--- config.mk ---
export PLATFORM = sky130hd
export DESIGN_NAME = ex_stage
export DESIGN_NICKNAME = d
export VERILOG_FILES = /design/src/rtl/mips_ex_pkg.sv /design/src/rtl/mult_iter.sv /design/src/rtl/ex_stage.sv
export SDC_FILE = /design/constraint.sdc
export NUM_CORES = 1
export LEC_CHECK = 0
export CAP_MARGIN = 20
export CORE_UTILIZATION = 28
export CTS_CLUSTER_DIAMETER = 100
export DETAILED_ROUTE_END_ITERATION = 7
export GPL_TIMING_DRIVEN = 0
export SLEW_MARGIN = 40
export SYNTH_ARGS = -nofsm -noshare
export SYNTH_HDL_FRONTEND = slang
export SYNTH_SLANG_ARGS = --single-unit
--- constraint.sdc ---
create_clock -name clk -period 12.55 [get_ports clk]
set_clock_uncertainty 0.2 [all_clocks]
set_input_delay 3.1375 -clock clk [delete_from_list [all_inputs] [get_ports clk]]
set_output_delay 3.1375 -clock clk [all_outputs]
set_load 0.01 [all_outputs]
--- src/rtl/mips_ex_pkg.sv ---
// Shared encodings, ALU control decode and forwarding mux for the MIPS execute stage.
// Pure package: no latency, no flow control.
package mips_ex_pkg;

    localparam logic [1:0] ALU_OP_ADD   = 2'b00;
    localparam logic [1:0] ALU_OP_SUB   = 2'b01;
    localparam logic [1:0] ALU_OP_FUNCT = 2'b10;
    localparam logic [1:0] ALU_OP_SLT   = 2'b11;

    localparam logic [5:0] FUNCT_ADD  = 6'b100000;
    localparam logic [5:0] FUNCT_SUB  = 6'b100010;
    localparam logic [5:0] FUNCT_AND  = 6'b100100;
    localparam logic [5:0] FUNCT_OR   = 6'b100101;
    localparam logic [5:0] FUNCT_SLT  = 6'b101010;
    localparam logic [5:0] FUNCT_MULT = 6'b011000;
    localparam logic [5:0] FUNCT_MFHI = 6'b010000;
    localparam logic [5:0] FUNCT_MFLO = 6'b010010;

    typedef enum logic [2:0] {
        ALU_CTL_ADD,
        ALU_CTL_SUB,
        ALU_CTL_AND,
        ALU_CTL_OR,
        ALU_CTL_SLT,
        ALU_CTL_MULT,
        ALU_CTL_MFHI,
        ALU_CTL_MFLO
    } alu_ctl_e;

    typedef enum logic [1:0] {
        MUL_IDLE,
        MUL_BUSY,
        MUL_DONE
    } mul_state_e;

    function automatic alu_ctl_e decode_alu_ctl(input logic [1:0] alu_op, input logic [5:0] funct);
        alu_ctl_e ctl;
        ctl = ALU_CTL_ADD;
        case (alu_op)
            ALU_OP_ADD: ctl = ALU_CTL_ADD;
            ALU_OP_SUB: ctl = ALU_CTL_SUB;
            ALU_OP_SLT: ctl = ALU_CTL_SLT;
            default: begin
                case (funct)
                    FUNCT_ADD:  ctl = ALU_CTL_ADD;
                    FUNCT_SUB:  ctl = ALU_CTL_SUB;
                    FUNCT_AND:  ctl = ALU_CTL_AND;
                    FUNCT_OR:   ctl = ALU_CTL_OR;
                    FUNCT_SLT:  ctl = ALU_CTL_SLT;
                    FUNCT_MULT: ctl = ALU_CTL_MULT;
                    FUNCT_MFHI: ctl = ALU_CTL_MFHI;
                    FUNCT_MFLO: ctl = ALU_CTL_MFLO;
                    default:    ctl = ALU_CTL_ADD;
                endcase
            end
        endcase
        return ctl;
    endfunction

    // EX/MEM has priority over MEM/WB; register 0 is hard-wired and never forwarded.
    function automatic logic [31:0] fwd_sel(
        input logic [4:0]  src,
        input logic [31:0] id_val,
        input logic        exm_we,
        input logic [4:0]  exm_rd,
        input logic [31:0] exm_val,
        input logic        wb_we,
        input logic [4:0]  wb_rd,
        input logic [31:0] wb_val
    );
        logic [31:0] val;
        val = id_val;
        if (src != 5'd0 && exm_we && exm_rd == src) begin
            val = exm_val;
        end else if (src != 5'd0 && wb_we && wb_rd == src) begin
            val = wb_val;
        end
        return val;
    endfunction

endpackage

--- src/rtl/mult_iter.sv ---
// Iterative signed 32x32 multiplier with HI/LO, retiring MUL_BITS_PER_CYC multiplier bits per cycle.
// Latency: 1 launch cycle + 32/MUL_BITS_PER_CYC iterations, then a one-cycle DONE hand-off.
// Backpressure: stall is high from the launch cycle until DONE; DONE never relaunches.
module mult_iter
    import mips_ex_pkg::*;
#(
    parameter int MUL_BITS_PER_CYC = 1
) (
    input  logic        clk,
    input  logic        reset,
    input  logic        start,
    input  logic [31:0] op_a,
    input  logic [31:0] op_b,
    output logic [31:0] hi,
    output logic [31:0] lo,
    output logic        stall
);

    localparam int K  = MUL_BITS_PER_CYC;
    localparam int N  = 32 / K;
    localparam int CW = 5;
    localparam logic [CW-1:0] LAST = CW'(N - 1);

    mul_state_e    state;
    logic [CW-1:0] count;
    logic [63:0]   mcand;
    logic [31:0]   mplier;
    logic [63:0]   acc;
    logic [63:0]   term;
    logic          stall_q;
    logic          launch;

    assign launch = (state == MUL_IDLE) && start;
    // The launch cycle must stall before any register has seen the mult; reset overrides.
    assign stall  = stall_q | (launch & reset);

    // The multiplier's top bit carries negative weight in two's complement.
    always_comb begin
        term = '0;
        for (int j = 0; j < K; j++) begin
            if (mplier[j]) begin
                if (count == LAST && j == K - 1) begin
                    term = term - (mcand << j);
                end else begin
                    term = term + (mcand << j);
                end
            end
        end
    end

    always_ff @(posedge clk or negedge reset) begin
        if (!reset) begin
            state   <= MUL_IDLE;
            count   <= '0;
            stall_q <= 1'b0;
            mcand   <= '0;
            mplier  <= '0;
            acc     <= '0;
            hi      <= '0;
            lo      <= '0;
        end else begin
            case (state)
                MUL_IDLE: begin
                    if (start) begin
                        mcand   <= {{32{op_a[31]}}, op_a};
                        mplier  <= op_b;
                        acc     <= '0;
                        count   <= '0;
                        stall_q <= 1'b1;
                        state   <= MUL_BUSY;
                    end
                end
                MUL_BUSY: begin
                    acc    <= acc + term;
                    mcand  <= mcand << K;
                    mplier <= mplier >> K;
                    count  <= count + CW'(1);
                    if (count == LAST) begin
                        {hi, lo} <= acc + term;
                        stall_q  <= 1'b0;
                        state    <= MUL_DONE;
                    end
                end
                MUL_DONE: begin
                    state <= MUL_IDLE;
                end
                default: begin
                    state <= MUL_IDLE;
                end
            endcase
        end
    end

endmodule

--- src/rtl/ex_stage.sv ---
// MIPS execute stage: ALU control, ALU, write-register select, operand forwarding (EX_FWD_EN) and mult/mfhi/mflo.
// Latency: datapath is combinational; a mult holds the stage for 32/MUL_BITS_PER_CYC + 1 cycles.
// Backpressure: stall freezes PC, IF/ID and ID/EX while a multiply is in flight.
module ex_stage
    import mips_ex_pkg::*;
#(
    parameter int MUL_BITS_PER_CYC = 1
) (
    input  logic        clk,
    input  logic        reset,
    input  logic        reg_write_in,
    input  logic        mem_to_reg_in,
    input  logic        mem_read_in,
    input  logic        mem_write_in,
    input  logic        alu_src_in,
    input  logic        reg_dst_in,
    input  logic [1:0]  alu_op_in,
    input  logic [31:0] read_data1_in,
    input  logic [31:0] read_data2_in,
    input  logic [31:0] sign_extend_in,
    input  logic [4:0]  rt_in,
    input  logic [4:0]  rd_in,
    input  logic [5:0]  funct_in,
    input  logic        ex_mem_reg_write,
    input  logic        mem_wb_reg_write,
    input  logic [4:0]  ex_mem_rd,
    input  logic [4:0]  mem_wb_rd,
    input  logic [31:0] ex_mem_result,
    input  logic [31:0] mem_wb_result,
    output logic        reg_write_out,
    output logic        mem_to_reg_out,
    output logic        mem_read_out,
    output logic        mem_write_out,
    output logic [31:0] alu_result,
    output logic [31:0] store_data,
    output logic [4:0]  write_reg,
    output logic        zero,
    output logic        stall
);

    alu_ctl_e    alu_ctl;
    logic        is_mult;
    logic [31:0] op_a;
    logic [31:0] fwd_rt;
    logic [31:0] op_b;
    logic [31:0] hi;
    logic [31:0] lo;

    assign alu_ctl = decode_alu_ctl(alu_op_in, funct_in);
    assign is_mult = (alu_ctl == ALU_CTL_MULT);

`ifdef EX_FWD_EN
    // ID/EX does not carry an rs field; rd_in stands in as the operand-A source specifier.
    assign op_a   = fwd_sel(rd_in, read_data1_in, ex_mem_reg_write, ex_mem_rd, ex_mem_result,
                            mem_wb_reg_write, mem_wb_rd, mem_wb_result);
    assign fwd_rt = fwd_sel(rt_in, read_data2_in, ex_mem_reg_write, ex_mem_rd, ex_mem_result,
                            mem_wb_reg_write, mem_wb_rd, mem_wb_result);
`else
    logic unused_fwd;
    assign op_a       = read_data1_in;
    assign fwd_rt     = read_data2_in;
    assign unused_fwd = ^{ex_mem_reg_write, mem_wb_reg_write, ex_mem_rd, mem_wb_rd,
                          ex_mem_result, mem_wb_result};
`endif

    assign op_b = alu_src_in ? sign_extend_in : fwd_rt;

    always_comb begin
        alu_result = '0;
        case (alu_ctl)
            ALU_CTL_ADD:  alu_result = op_a + op_b;
            ALU_CTL_SUB:  alu_result = op_a - op_b;
            ALU_CTL_AND:  alu_result = op_a & op_b;
            ALU_CTL_OR:   alu_result = op_a | op_b;
            ALU_CTL_SLT:  alu_result = {31'd0, $signed(op_a) < $signed(op_b)};
            ALU_CTL_MFHI: alu_result = hi;
            ALU_CTL_MFLO: alu_result = lo;
            default:      alu_result = '0;
        endcase
    end

    assign zero           = (alu_result == 32'd0);
    assign store_data     = fwd_rt;
    assign write_reg      = reg_dst_in ? rd_in : rt_in;
    // A mult writes only HI/LO, never the register file.
    assign reg_write_out  = reg_write_in & ~is_mult;
    assign mem_to_reg_out = mem_to_reg_in;
    assign mem_read_out   = mem_read_in;
    assign mem_write_out  = mem_write_in;

    mult_iter #(
        .MUL_BITS_PER_CYC(MUL_BITS_PER_CYC)
    ) u_mult (
        .clk   (clk),
        .reset (reset),
        .start (is_mult),
        .op_a  (op_a),
        .op_b  (fwd_rt),
        .hi    (hi),
        .lo    (lo),
        .stall (stall)
    );

endmodule
# Word-level counts from Yosys, hierarchy flattened

Index checks and enable logic that the tools add are counted.

Output and inout port bits: 75
Bits in read-only memories: 0
Input bits: 198
Memories kept: 0
Word-level logic and storage cells: 71
Latch bits: 0
Bits in writable memories: 0
Flip-flop bits (word level): 232

Order comparisons: 1
Bitwise logic cells: 6
Reduce and logical (&&, ||, !) cells: 10
Shift-type cells: 0
Multipliers: 0
Div/mod/pow operators: 0
Equality and inequality tests: 20
Add/sub/neg operators: 5
Mux-type cells: 21

Operators by type and width:

| kind                                                                  | number |
|---|---|
| 64-bit 2-to-1 mux                                                     | 4 |
| 64-bit one-hot mux with 2 select lines                                | 2 |
| 32-bit one-hot mux with 7 select lines                                | 1 |
| 64-bit adder                                                          | 1 |
| 32-bit 2-to-1 mux                                                     | 2 |
| 32-bit one-hot mux with 2 select lines                                | 1 |
| 1-bit by 64-bit subtractor with 64-bit output, first input constant   | 1 |
| 32-bit adder                                                          | 1 |
| 32-bit AND                                                            | 1 |
| 32-bit zero test                                                      | 1 |
| 32-bit < comparator                                                   | 1 |
| 32-bit OR                                                             | 1 |
| 32-bit subtractor                                                     | 1 |
| 6-bit equality test, second input constant                            | 4 |
| 3-bit one-hot mux with 7 select lines                                 | 1 |
| 6-bit by 5-bit equality test with 1-bit output, second input constant | 3 |
| 3-bit equality test, second input constant                            | 4 |
| 5-bit 2-to-1 mux                                                      | 2 |
| 5-bit one-hot mux with 2 select lines                                 | 1 |
| 3-bit one-hot mux with 3 select lines                                 | 1 |
| 3-bit by 2-bit equality test with 1-bit output, second input constant | 2 |
| 2-bit AND reduction                                                   | 3 |
| 5-bit by 1-bit adder with 5-bit output, second input constant         | 1 |
| 5-bit equality test, second input constant                            | 1 |
| 17 further kinds                                                      | 22 |

# Depth between registers and ports, before layout

Depth after elaboration: 7
Gate-level depth with buffers: 26
Mapped depth without buffers: 25

# Cells and area by module

From an unflattened synthesis, not the netlist that was laid out.

Cell total of the unflattened synthesis: 2660
Area, all modules: 21688.3 sq um

Modules (own cells, without submodules):

| module    | cells each | seq. area each (sq um) | area an instance (sq um) | instances |
|---|---|---|---|---|
| mult_iter | 1713       | 5805.6                 | 15128.3                  | 1 |
| ex_stage  | 947        | 0.0                    | 6560.0                   | 1 |

# Worst setup path before layout

OpenSTA, ideal clock, no wires.

Path type: input port to output port
Start: input port alu_src_in
End: output port zero
Buffers on the path: 2
Arrival: 7.419 ns
Path slack: 1.794 ns
Cell stages on the path: 15
Data required time: 9.212 ns
Cell sequence: clkbuf_1 buf_1 mux2i_1 ha_1 or2_2 o311a_1 o31ai_1 o221ai_1 a22o_1 or4_1 or3_1 nor4b_1 nor4bb_1 nand4b_1 nor3_1

Word-level cells in the longest chain between the ends: 4
Elaborated cells between the ends (all ways): 8
Those cells by class: add/sub (2); order compare (1); mux (2); bitwise (2); reduce/logical (1)

Ends and longest elaborated chain:

| item                                            | RTL line       | RTL |
|---|---|---|
| start, declared                                 | ex_stage.sv:15 | `input logic alu_src_in,` |
| 32-bit 2-to-1 mux *                             | ex_stage.sv:66 | `assign op_b = alu_src_in ? sign_extend_in : fwd_rt;` |
| 32-bit subtractor, or another cell as far along | ex_stage.sv:72 | `ALU_CTL_SUB: alu_result = op_a - op_b;` |
| 32-bit one-hot mux with 7 select lines *        | ex_stage.sv:70 | `case (alu_ctl)` |
| net alu_result[5]                               | ex_stage.sv:34 | `output logic [31:0] alu_result,` |
| 32-bit zero test *                              | ex_stage.sv:82 | `assign zero = (alu_result == 32'd0);` |
| end, declared                                   | ex_stage.sv:37 | `output logic zero,` |

The timed path passes the listed nets; every way through them passes the cells marked *.

# Worst setup path in the final report

Start: input port alu_src_in
End: output port zero

Word-level cells in the longest chain between the ends: 4
Elaborated cells between the ends (all ways): 8
Those cells by class: add/sub (2); order compare (1); mux (2); bitwise (2); reduce/logical (1)

Ends and longest elaborated chain:

| item                                            | RTL line |
|---|---|
| 32-bit 2-to-1 mux *                             | ex_stage.sv:66 |
| 32-bit subtractor, or another cell as far along | ex_stage.sv:72 |
| 32-bit one-hot mux with 7 select lines *        | ex_stage.sv:70 |
| 32-bit zero test *                              | ex_stage.sv:82 |

Mark *: on every way between the ends. The rest lies on a longest branch, timed or not.

==> results.ini <==
[grt]
grt_pass1_wl_mm = 124
gr-total-overflow = 0
grt_max_degree = 67
track_usage_pct = 20.8
antenna_found_initial = 0
grt_pass1_vias = 20448

[sta]
finalSetupViolations = 0
period_minus_slack_ps = 12250
slew_violations = 0
hold_violations = 0
rsz0062_at_grt = no
worst_slew_pin_slew_ps = 859
timing.final.crit_share_pct = 97.6
relSlewSlack_pct = 42.7
max_freq_mhz = 81.6
fin_ws_ps = 302

[routing]
wl_met2_mm = 38.9
routed-wl-met3_mm = 4.19
dr.pass1.iters = 5
wl_mm = 81.7
drt-met1-wl_mm = 35.0
drt_iter0_drc = 2045
vias_per_cell = 5.40
top_layer_used = met4
via_count = 20784
routedWlPerCell_um = 21.2
ant_nets = 0
drc = 0

[cts]
cts.sinks = 232
htree_levels = 1
cts_tree = done
clk_latency_ps = 570
cts_made_buffers = 27
cts_root_buffer = clkbuf_16
path_clk_slew_ps = 60
clockBufferDepth = 3

[synth]
syn_nets = 3016
synthCells = 2639
postSynth.asyncResetShare_pct = 100
ys_ff_latch = 232
syn_avg_cell_area_um2 = 7.98
ys.flop_type = dfrtp_1
synth_cell_types = 85
synth_edf_count = 0
yosysWarnings = 0
syn_area_um2 = 21100
ys_seq_area_share_pct = 27.6

[worst_setup_path]
worst_setup_path_end_kind = output pin
critPathRequiredTime_ps = 9210
worstPathArrival_ps = 8910
crit_path_start_kind = input port
crit_fanout = 10
crit_slowest_cell = clkdlybuf4s50_1
worstPathCellList = clkbuf_1 > buf_2 > mux2i_2 > ha_1 > clkbuf_1 > nor4b_2 > nand3_1 > nor4bb_4 > o211ai_1 > o211ai_1 > o21ai_0 > a21oi_1 > o21ai_0 > nor4b_2 > nor4bb_1 > nand4b_1 > nor3_1 > clkdlybuf4s50_1
cp_slowest_stage_delay_ps = 570
worst-setup-path-type = input port to output pin

[placed_design]
preCtsSetupSlack_ps = -250
dp_hpwl_mm = 65.3
gp_congestion = 0.975
port_buffers = 189

[power]
power.switching_mw = 1.61
p_leak_nw = 11.1
ir_drop_mv = 0.118
report.power.total_mw = 3.79
power_frac_comb_pct = 45.3
pwr-share-clk_pct = 23.5
intPower_mw = 2.18
seq_power_share_pct = 31.2
powerDensity_nw_per_um2 = 150
p_sw_share_pct = 42.4

[floorplanning]
start_util_pct = 28.3
dieArea_um2 = 76300
core_um2 = 74400
die_width_um = 276
die_h_um = 276
row_count = 100
boundaryPins = 273

[finish]
final_common_cell = nand2_1
drive_above_1_share_pct = 6.05
nets = 3237
seq_area_um2 = 5810
mostFrequentLayoutCells = nand2_1 (385), o21ai_0 (258), dfrtp_1 (232), clkdlybuf4s50_1 (188), ha_1 (176)
finish.utilization_pct = 34.0
n_fill_cell = 7836
multi_input_area_um2 = 13900
syn2layout_area_growth_pct = 20.3

[flow_run]
cap_violations = 0

[run_status]
outcome = complete, no violations

[hold_path]
hp-class = flip-flop to flip-flop

-- routing by layer --
metal,vias to the layer above,GRT usage (%)
li1,9832,-
met1,10115,26.6
met2,697,35.8
met3,140,1.95
met4,0,8.94
met5,-,0
-- power groups by stage --
stage                     Clock [mW]  Combinational, mW  Sequential, mW
after floorplan                    0               1.17            1.12
after global placement             0               1.67            1.18
after detailed placement           0               1.68            1.19
after CTS                      0.901               1.70            1.17
after global routing           0.928               1.90            1.21
final                          0.890               1.72            1.18
-- registers in the layout, summed over array words and instances (netlist names) --
signal,flops
u_mult.acc,64
u_mult.mcand,64
u_mult.hi,32
u_mult.lo,32
u_mult.mplier,32
u_mult.count,5
u_mult.state,2
u_mult.stall_q,1
-- kinds of logic after synthesis --
| family | Yosys count | share of synthesized area, % |
|---|---|---|
| fa+ha+maj | 179 | 10.7 |
| flops | 232 | 27.6 |
| buf+inv | 337 | 6.67 |
| xor+xnor | 135 | 5.61 |
| compound gates | 775 | 23.6 |
| simple gates | 907 | 20.8 |
| mux | 74 | 5.04 |
-- what timing repair did --
action / CTS / global route
buffers inserted: 0 / 0
endpoints found under the setup margin: 1 / 1
gates resized for setup: 6 / 2
hold buffers: 0 / 0
endpoints found under the hold margin: 0 / 0
-- per-stage QoR --
step	instances	setup TNS, ps	hold WS (ps)	cell area (um^2)
after floorplan	2639	0	241	21100
after global placement	3797	-555230	260	24200
after detailed placement	3800	-250	267	24300
after CTS	3847	0	282	25300
after global routing	3847	0	295	25300
final	3848	0	278	25300
-- cell type report --
cell class | instances | area share, %
tap | 969 | 4.79
multi-input combinational | 2070 | 54.9
clock buffer | 34 | 2.97
clock inverter | 13 | 0.948
sequential | 232 | 22.9
inverter | 134 | 1.99
buffer | 203 | 3.64
timing repair buffer | 192 | 7.81
antenna | 1 | 0.00988
-- worst paths after layout --
path | startpoint | to | slack (ps) | depth (start not counted)
worst max-delay path | alu_src_in | zero | 300 | 18
worst min register to register | u_mult.lo[7]$_DFFE_PN0P_ | u_mult.lo[7]$_DFFE_PN0P_ | 280 | 2
worst max register to register | u_mult.mcand[7]$_DFFE_PN0P_ | u_mult.hi[30]$_DFFE_PN0P_ | 4820 | 21
max in group asynchronous | reset | u_mult.mplier[9]$_DFFE_PN0P_ | 8500 | 4
worst min-delay path | u_mult.lo[7]$_DFFE_PN0P_ | u_mult.lo[7]$_DFFE_PN0P_ | 280 | 2
min in group asynchronous | reset | u_mult.mcand[57]$_DFFE_PN0P_ | 2260 | 1
-- synth_stat cells (all sizes together), types with 25 or more instances --
master  count  area [um^2]
o31a       29          254
a21o       60          450
a21oi     135          676
xor2       30          263
a31oi      43          269
mux2i      43          430
nor3       36          191
o31ai      33          253
nor2      125          477
dfrtp     232         5810
mux4       25          563
o21ai     268         1340
and2       71          444
xnor2     105          920
nand3     109          551
inv       134          503
nand2b     26          163
ha        176         2200
buf        55          344
nand2     386         1450
clkbuf    148          557
-- worst max-delay path, delay by kind of cell --
| family | cells | cell delay [ps] |
|---|---|---|
| adder cells (fa/ha/maj) | 1 | 290 |
| buffers and inverters | 4 | 1460 |
| multiplexers | 1 | 410 |
| AO/OA/AOI/OAI | 5 | 1140 |
| AND/OR/NAND/NOR | 7 | 2450 |
Power figures use the tool's default switching activity.
